$ cat config.mk
export PLATFORM = sky130hd
export DESIGN_NAME = gp_regfile
export DESIGN_NICKNAME = d
export VERILOG_FILES = /design/src/rtl/gp_regfile.sv
export SDC_FILE = /design/constraint.sdc
export NUM_CORES = 1
export LEC_CHECK = 0
export ABC_AREA = 1
export CAP_MARGIN = 40
export CORE_UTILIZATION = 38
export CTS_CLUSTER_SIZE = 10
export DETAILED_ROUTE_END_ITERATION = 16
export PLACE_DENSITY = 0.7
export SYNTH_ARGS = -nofsm -noshare
export SYNTH_HDL_FRONTEND = slang
export SYNTH_SLANG_ARGS = --single-unit
$ cat constraint.sdc
create_clock -name clk -period 2.04 [get_ports clk]
set_input_delay 0.408 -clock clk [delete_from_list [all_inputs] [get_ports clk]]
set_output_delay 0.408 -clock clk [all_outputs]
set_load 0.01 [all_outputs]
$ cat src/rtl/gp_regfile.sv
// gp_regfile: general-purpose register file with a per-register busy scoreboard.
//
// Ports:
//   clk, reset              clock (rising edge), asynchronous active-high reset
//   rsv_valid, rsv_addr     request to mark a register busy
//   rsv_ready               reservation accepted this cycle (combinational)
//   wr_enable, wr_addr,
//   wr_data                 write request (one per cycle)
//   wr_done                 registered one-cycle commit pulse
//   wr_err                  sticky: a write hit a register that was not busy
//   rd_a_addr/rd_a_data,
//   rd_b_addr/rd_b_data     two independent asynchronous read ports
//   busy                    per-register scoreboard bits
//
// Parameters: DATA_W, NUM_REGS (power of two), ADDR_W, HARDWIRE_R0 (register 0
// reads as zero, ignores writes and never becomes busy).
//
// Optional feature: define GP_REGFILE_BYPASS_EN to make a read port whose
// address matches an active write return wr_data in the same cycle.
module gp_regfile #(
  parameter int DATA_W      = 16,
  parameter int NUM_REGS    = 4,
  parameter int ADDR_W      = $clog2(NUM_REGS),
  parameter int HARDWIRE_R0 = 0
) (
  input  logic                clk,
  input  logic                reset,
  input  logic                rsv_valid,
  input  logic [ADDR_W-1:0]   rsv_addr,
  output logic                rsv_ready,
  input  logic                wr_enable,
  input  logic [ADDR_W-1:0]   wr_addr,
  input  logic [DATA_W-1:0]   wr_data,
  output logic                wr_done,
  output logic                wr_err,
  input  logic [ADDR_W-1:0]   rd_a_addr,
  input  logic [ADDR_W-1:0]   rd_b_addr,
  output logic [DATA_W-1:0]   rd_a_data,
  output logic [DATA_W-1:0]   rd_b_data,
  output logic [NUM_REGS-1:0] busy
);

  logic [DATA_W-1:0]   regs [NUM_REGS];
  logic [NUM_REGS-1:0] busy_q;
  logic [NUM_REGS-1:0] busy_next;
  logic                wr_r0_hw;
  logic                rsv_busy;

  // A write to hardwired register 0 is acknowledged but has no other effect.
  assign wr_r0_hw = (HARDWIRE_R0 != 0) && (wr_addr == '0);

  // A write landing on the reserved register this cycle frees it, so the
  // reservation may be accepted even if the register is currently busy.
  assign rsv_busy  = busy_q[rsv_addr] && !(wr_enable && (wr_addr == rsv_addr));
  assign rsv_ready = rsv_valid && !rsv_busy;

  // Write clears first, reservation sets afterwards: reserve wins on a tie.
  always_comb begin
    busy_next = busy_q;
    if (wr_enable) busy_next[wr_addr] = 1'b0;
    if (rsv_ready) busy_next[rsv_addr] = 1'b1;
    if (HARDWIRE_R0 != 0) busy_next[0] = 1'b0;
  end

  always_ff @(posedge clk or posedge reset) begin
    if (reset) begin
      regs    <= '{default: '0};
      busy_q  <= '0;
      wr_done <= 1'b0;
      wr_err  <= 1'b0;
    end else begin
      busy_q  <= busy_next;
      wr_done <= wr_enable;
      if (wr_enable && !wr_r0_hw) begin
        regs[wr_addr] <= wr_data;
        if (!busy_q[wr_addr]) wr_err <= 1'b1;
      end
    end
  end

  assign busy = busy_q;

  always_comb begin
    rd_a_data = regs[rd_a_addr];
`ifdef GP_REGFILE_BYPASS_EN
    if (wr_enable && !reset && (wr_addr == rd_a_addr)) rd_a_data = wr_data;
`endif
    if ((HARDWIRE_R0 != 0) && (rd_a_addr == '0)) rd_a_data = '0;
  end

  always_comb begin
    rd_b_data = regs[rd_b_addr];
`ifdef GP_REGFILE_BYPASS_EN
    if (wr_enable && !reset && (wr_addr == rd_b_addr)) rd_b_data = wr_data;
`endif
    if ((HARDWIRE_R0 != 0) && (rd_b_addr == '0)) rd_b_data = '0;
  end

endmodule

==> flow_summary_export.csv, run 1 <==
group,metric,value,unit
run_status,outcome,"finished, final reports clean",
setup_path,cp_data_arrival_time,1590,ps
yosys,yosys.area.top_type_share,49.2,%
yosys,netlist_area,3560,um2
power,power.density,792,nW/um2
floorplan,dieHeight,98.8,um
floorplan,start_util,40.1,%
yosys,dominant_combinational_cell_family_by_area_after_synthesis,"compound AO/OA/AOI/OAI gates",
floorplan,ios,67,
timing,finalCriticalPeriod,2000,ps
setup_path,rr_worst_depth,7,
yosys,synth_most_common_cell,"o21ai_0",
yosys,post_synth_edffs,0,
power,leakagePower,0.00223,uW
clock_network,htree_num_levels,3,
finish,antenna_cells,0,
setup_path,setup.reg_to_reg.worst_slack,980,ps
timing,timing.final.crit_share,97.8,%
clock_network,cts_buffer_count,9,
setup_path,worstSetupStartpointType,"primary input",
setup_path,critical_path.cell_chain,"clkdlybuf4s15_1, inv_2, bufbuf_16, nor2_1, o22ai_1, dlygate4sd2_1",
setup_path,worstPathMaxFanout,16,
floorplan,die_area,9770,um2
min_path,timing.hold.worst.class,"reg -> reg",
setup_path,cpMaxStageDelayCell,"bufbuf_16",
run,max-cap-violations,0,
clock_network,clock_insertion_delay_worst_skew,340,ps
clock_network,clockBufferDepth,2,
clock_network,cts.hold.buffers_added,0,
place,detailedPlacementHpwl,6560,um
setup_path,cp-end-kind,"output pin",
detailed_routing,drtIter0Drc,280,
timing,setup_repair_after_global_routing_missed_its_margin,"no",
yosys,synth-xor-area-share,0,%
min_path,min-delay-start,"wr_err",
yosys,synthesis.instances,458,
yosys,synth_area_per_cell,7.78,um2
finish,final_cell_count_no_fill,652,
setup_path,crit_path_max_incr_delay,300,ps
global_routing,grt_overflow_total,0,
global_routing,antenna_found_initial,0,
detailed_routing,detail_route.first_pass.iterations,5,
finish,nNetsFinal,568,
detailed_routing,viasPerCell,5.38,
yosys,post_synth_fa_ha_maj_area_fraction,0,%
yosys,synth.net_count,486,
finish,drive_above_1_share,10.5,%
global_routing,global_route.usage.total,21.0,%
timing,slew_headroom,74.6,%
yosys,synth_simple_gate_area_share,19.0,%
finish,area_delta_synth_final,31.0,%
yosys,register_bit_count_reported_by_yosys,70,
power,vdd.ir_drop.worst,0.335,mV
clock_network,cts_setup_buffers,0,
floorplan,core_area,8890,um2
global_routing,grt_start_max_net_pins,71,
place,placement.io_buffers,66,
detailed_routing,routed_wirelength,9810,um
setup_path,timing.critical_path.max_delay_family,"buffers and inverters",
setup_path,worst_r2r_endpoint,"busy[0]",
floorplan,rows,34,
detailed_routing,drc_errors,0,
place,globalplace.congestion,0.800,
yosys,synth_compound_gate_area_share,24.0,%
place,numPlacedInstances,636,
yosys,synth_top_cells_by_area,"dfrtp_1 (49%), o21ai_0 (18%), nand2_1 (9.6%)",
yosys,async_reset_ff_share,100,%
yosys,synth_top_cell_by_area,"dfrtp_1",
yosys,most_frequent_cells_after_synthesis,"o21ai_0 (128), nand2_1 (91), dfrtp_1 (70), nor2_1 (68), o22ai_1 (32)",
timing,final-setup-viol-count,0,
detailed_routing,postRouteAntennaNets,0,
yosys,synth.yosys.seq_area_share,49.2,%
timing,final.setup.tns,0,ps
yosys,yosysWarningCount,0,
clock_network,cts.sinks,70,
timing,clock_skew,0.631,ps
timing,report.final.hold_viol_count,0,
clock_network,clkTransAtPathRegs,70,ps
timing,max_freq,501,MHz
yosys,synthDistinctLibCells,15,
detailed_routing,wire_per_inst,15.1,um
min_path,worstHoldEndpoint,"wr_err",
timing,final_max_slew_viol_count,0,
global_routing,grt_pass1_wl,16100,um
setup_path,critical_path.n_buffers_inverters,4,
floorplan,dieWidth,98.8,um
clock_network,cts_root_buf,"clkbuf_8",
setup_path,reg2reg_from,"busy[2]",
timing,worst-slew-pin-transition,381,ps
yosys,dominantRegCellSynth,"dfrtp_1",
global_routing,first_global_vias,3299,
setup_path,worstPathRequired,1630,ps
yosys,post_synth_mux_area_share,0,%
detailed_routing,detailroute.via_count,3510,
clock_network,tritoncts,"yes",
setup_path,worst-setup-path-type,"in -> out",
finish,final.fill_count,880,
min_path,timing.hold.worst_path_depth,1,
==> worst max-delay path by stage <==
stage                     cells after the start            end          from  slack [ps]
final                                         6  rd_b_data[15]  rd_b_addr[0]          40
after global routing                          6   rd_a_data[8]  rd_a_addr[1]           2
after CTS                                     6  rd_b_data[15]  rd_b_addr[0]          20
after detailed placement                      5  rd_b_data[14]  rd_b_addr[0]        -450
after global placement                        6  rd_b_data[14]  rd_b_addr[1]        -430
after floorplan                               4  rd_a_data[10]  rd_a_addr[0]         560
==> metrics by stage <==
stage	instance area (um2)	power [uW]	worst slack, ps	utilization [%]	hold WS [ps]
final	4670	3700	44.8	52.5	482
after global routing	4670	3910	2.49	52.5	497
after CTS	4680	3720	20.9	52.6	490
after detailed placement	4520	2780	-446	50.9	474
after global placement	4520	2750	-434	50.9	465
after floorplan	3570	2280	559	-	439
==> routing by layer <==
| layer | global-route usage, % | routed length (um) | vias up |
|---|---|---|---|
| met1 | 28.5 | 4320 | 1628 |
| met3 | 4.96 | 890 | 11 |
| met4 | 4.94 | 114 | 0 |
| met2 | 34.0 | 4490 | 172 |
| met5 | 0 | 0 | - |
| li1 | - | - | 1699 |
==> cells in the final DEF, fill, tap and decap left out <==
cell / n
nand3_1: 9
inv_2: 1
clkinvlp_4: 1
a21boi_1: 1
buf_6: 1
o22ai_1: 32
dlygate4sd2_1: 28
inv_1: 24
bufbuf_16: 1
clkdlybuf4s50_1: 29
nand2_1: 91
buf_12: 8
nor2_1: 68
clkbuf_1: 3
o21bai_1: 1
clkdlybuf4s15_1: 3
buf_2: 1
o21ai_0: 119
nand3_2: 3
dfrtp_1: 70
nand2_2: 1
buf_4: 23
clkinv_2: 1
clkbuf_2: 4
clkbuf_8: 11
clkdlybuf4s15_2: 1
o21ai_1: 9
==> state kept, by name, summed over array words and instances (netlist names) <==
register  cells
regs         64
wr_err        1
busy          4
wr_done       1
==> report_power, final <==
group | switching [uW] | total [uW] | leakage [uW] | internal, uW
clock | 496 | 997 | 0.0000865 | 501
combinational | 478 | 908 | 0.00128 | 431
sequential | 182 | 1790 | 0.000867 | 1610
total | 1160 | 3700 | 0.00223 | 2540
==> logic make-up (layout without fill, tap and decap cells) <==
group,Yosys count,in the layout
and+or+nand+nor,172,172
AOI/OAI and AO/OA,162,162
DFF,70,70
buffers and inverters,54,140
==> repair_timing <==
action | in CTS | in global routing
gates resized for setup | 47 | 18
setup endpoints to repair | 33 | 14
cloned | 1 | 0
pin swaps | 1 | 1
hold endpoints to repair | 0 | 0
==> cell type report <==
class,instances,area (um2),share of cell area (%)
inverters,26,101,2.17
clock inverters,1,5.00,0.107
repair buffers,99,978,21.0
clock buffers,14,163,3.48
multi-input cells,334,1530,32.9
well taps,108,135,2.89
flip-flops and latches,70,1750,37.5
Power figures use the tool's default switching activity.
==> run 2: changes to the inputs <==
--- a/config.mk
+++ b/config.mk
@@ -11,6 +11,7 @@
 export CTS_CLUSTER_SIZE = 10
 export DETAILED_ROUTE_END_ITERATION = 16
 export PLACE_DENSITY = 0.7
+export RECOVER_POWER = 50
 export SYNTH_ARGS = -nofsm -noshare
 export SYNTH_HDL_FRONTEND = slang
 export SYNTH_SLANG_ARGS = --single-unit
==> run 2 against run 1 <==
Clock skew grew 0.85 ps. Critical path depth unchanged. Sequential share of layout area rose by 0.46 points. Combinational power decreased by 1%. Non-clock buffer count unchanged. Die area stayed put. Critical endpoint unchanged. Largest power group unchanged.
==> flow_summary_export.csv, run 2 (synthesized netlist as in run 1, its figures left out) <==
group,metric,value,unit
floorplan,dieWidth,98.8,um
detailed_routing,viasPerCell,5.34,
finish,largest_register_ff_count,64,
finish,antenna_cells,0,
place,globalplace.congestion,0.800,
timing,finalCriticalPeriod,1990,ps
timing,fin_ws,47.9,ps
floorplan,start_util,40.1,%
detailed_routing,detailroute.via_count,3482,
setup_path,worstPathRequired,1630,ps
detailed_routing,drc_errors,0,
clock_network,cts_setup_buffers,0,
power,leakagePower,0.00221,uW
floorplan,rows,34,
timing,worst-slew-pin-transition,967,ps
detailed_routing,routed_wirelength,9910,um
setup_path,cp-end-kind,"output pin",
finish,mostFrequentLayoutCell,"o21ai_0",
floorplan,ios,67,
setup_path,crit_path_max_incr_delay,300,ps
timing,final-setup-viol-count,0,
timing,slew_headroom,35.5,%
run_status,outcome,"finished, final reports clean",
global_routing,grt_pass1_wl,16100,um
setup_path,cpMaxStageDelayCell,"bufbuf_16",
place,placement.setup.worst_slack,-446,ps
finish,drive_above_1_share,9.93,%
floorplan,dieHeight,98.8,um
detailed_routing,detail_route.first_pass.iterations,4,
global_routing,first_global_vias,3299,
clock_network,clockBufferDepth,2,
timing,report.final.hold_viol_count,0,
global_routing,antenna_found_initial,0,
detailed_routing,drtIter0Drc,280,
finish,largest_register,"regs",
run,max-cap-violations,0,
clock_network,cts_buffer_count,9,
setup_path,worstPathMaxFanout,16,
setup_path,critical_path.cell_chain,"clkdlybuf4s15_1, inv_2, bufbuf_16, nor2_1, o22ai_1, dlygate4sd2_1",
place,placement.io_buffers,66,
timing,final_max_slew_viol_count,0,
global_routing,global_route.usage.total,21.0,%
floorplan,core_area,8890,um2
detailed_routing,postRouteAntennaNets,0,
finish,mostFrequentLayoutCells,"o21ai_0 (119), nand2_1 (91), dfrtp_1 (70), nor2_1 (68), o22ai_1 (32)",
finish,area_delta_synth_final,29.4,%
power,power.density,798,nW/um2
finish,final_cell_count_no_fill,652,
power,vdd.ir_drop.worst,0.336,mV
clock_network,htree_num_levels,3,
floorplan,die_area,9770,um2
clock_network,clock_insertion_delay_worst_skew,340,ps
clock_network,clkTransAtPathRegs,70,ps
clock_network,cts.hold.buffers_added,0,
detailed_routing,wire_per_inst,15.2,um
clock_network,tritoncts,"yes",
setup_path,worstSetupStartpointType,"primary input",
timing,setup_repair_after_global_routing_missed_its_margin,"no",
clock_network,cts_root_buf,"clkbuf_8",
global_routing,grt_start_max_net_pins,71,
finish,nNetsFinal,568,
setup_path,cp_data_arrival_time,1580,ps
timing,timing.final.crit_share,97.7,%
min_path,timing.hold.worst.class,"reg -> reg",
global_routing,grt_overflow_total,0,
place,detailedPlacementHpwl,6560,um
finish,final.fill_count,888,
setup_path,worst-setup-path-type,"in -> out",
timing,max_freq,502,MHz
place,numPlacedInstances,636,
timing,clock_skew,1.48,ps
clock_network,cts.sinks,70,
run 2: cell count changes in the layout (fill, tap and decap cells not counted):
cell,change
buf_12,-3
clkbuf_1,+1
dlygate4sd3_1,+2
nand3_1,+2
buf_4,-1
clkbuf_4,+1
clkbuf_2,+2
nand3_2,-2
clkdlybuf4s50_1,-2
run 2: layer usage:
metal  part of all wire [%]  global-route usage [%]
met1                     45                    28.5
met3                    7.7                    4.96
met2                     47                    34.0
met5                      0                       0
met4                    1.2                    4.94
run 2: repair_timing:
item                                    CTS  global route
pin swaps                                 1             1
endpoints found under the setup margin   33            14
gates resized for setup                  47            18
cloned                                    1             0
run 2: where the power goes:
part	internal (uW)	switching [uW]	leakage, uW	total (uW)
logic	420	476	0.00125	895
clock network	502	493	0.0000865	995
registers	1610	183	0.000867	1790
run 2: metrics by stage:
step | utilization (%) | TNS (ps) | cell area (um2) | hold WS [ps] | total power, uW
4_1_cts | 52.6 | 0 | 4680 | 490 | 3720
6_report | 51.9 | 0 | 4610 | 482 | 3680
3_5_place_dp | 50.9 | -12340 | 4520 | 474 | 2780
3_3_place_gp | 50.9 | -11890 | 4520 | 465 | 2750
2_1_floorplan | - | 0 | 3570 | 439 | 2280
5_1_grt | 51.9 | 0 | 4610 | 497 | 3900
run 2: final timing paths:
check / startpoint / to / slack, ps / cells after the start
min in group asynchronous: reset / wr_done / 900 / 3
worst min-delay path: wr_err / wr_err / 480 / 1
worst max register to register: busy[2] / busy[0] / 970 / 7
worst max-delay path: rd_b_addr[0] / rd_b_data[15] / 50 / 6
worst min register to register: wr_err / wr_err / 480 / 1
max in group asynchronous: reset / regs[42] / 530 / 3
run 2: layout make-up:
class | instances | area (um2) | area share (%)
multi-input combinational | 334 | 1520 | 33.0
inverter | 26 | 101 | 2.20
clock buffer | 14 | 163 | 3.53
sequential | 70 | 1750 | 38.0
timing repair buffer | 99 | 932 | 20.2
tap | 108 | 135 | 2.93
clock inverter | 1 | 5.00 | 0.109
run 2: critical path, delay by kind of cell:
kind	cells	cell delay (ps)
buffers and inverters	4	940
AO/OA/AOI/OAI	1	180
AND/OR/NAND/NOR	1	50
==> run 3: changes to the inputs <==
--- a/config.mk
+++ b/config.mk
@@ -12,6 +12,7 @@
 export DETAILED_ROUTE_END_ITERATION = 16
 export PLACE_DENSITY = 0.7
 export RECOVER_POWER = 50
+export SLEW_MARGIN = 20
 export SYNTH_ARGS = -nofsm -noshare
 export SYNTH_HDL_FRONTEND = slang
 export SYNTH_SLANG_ARGS = --single-unit
==> results of run 3 <==
Same layout as run 2: the final DEF is identical, and so are final timing and power.
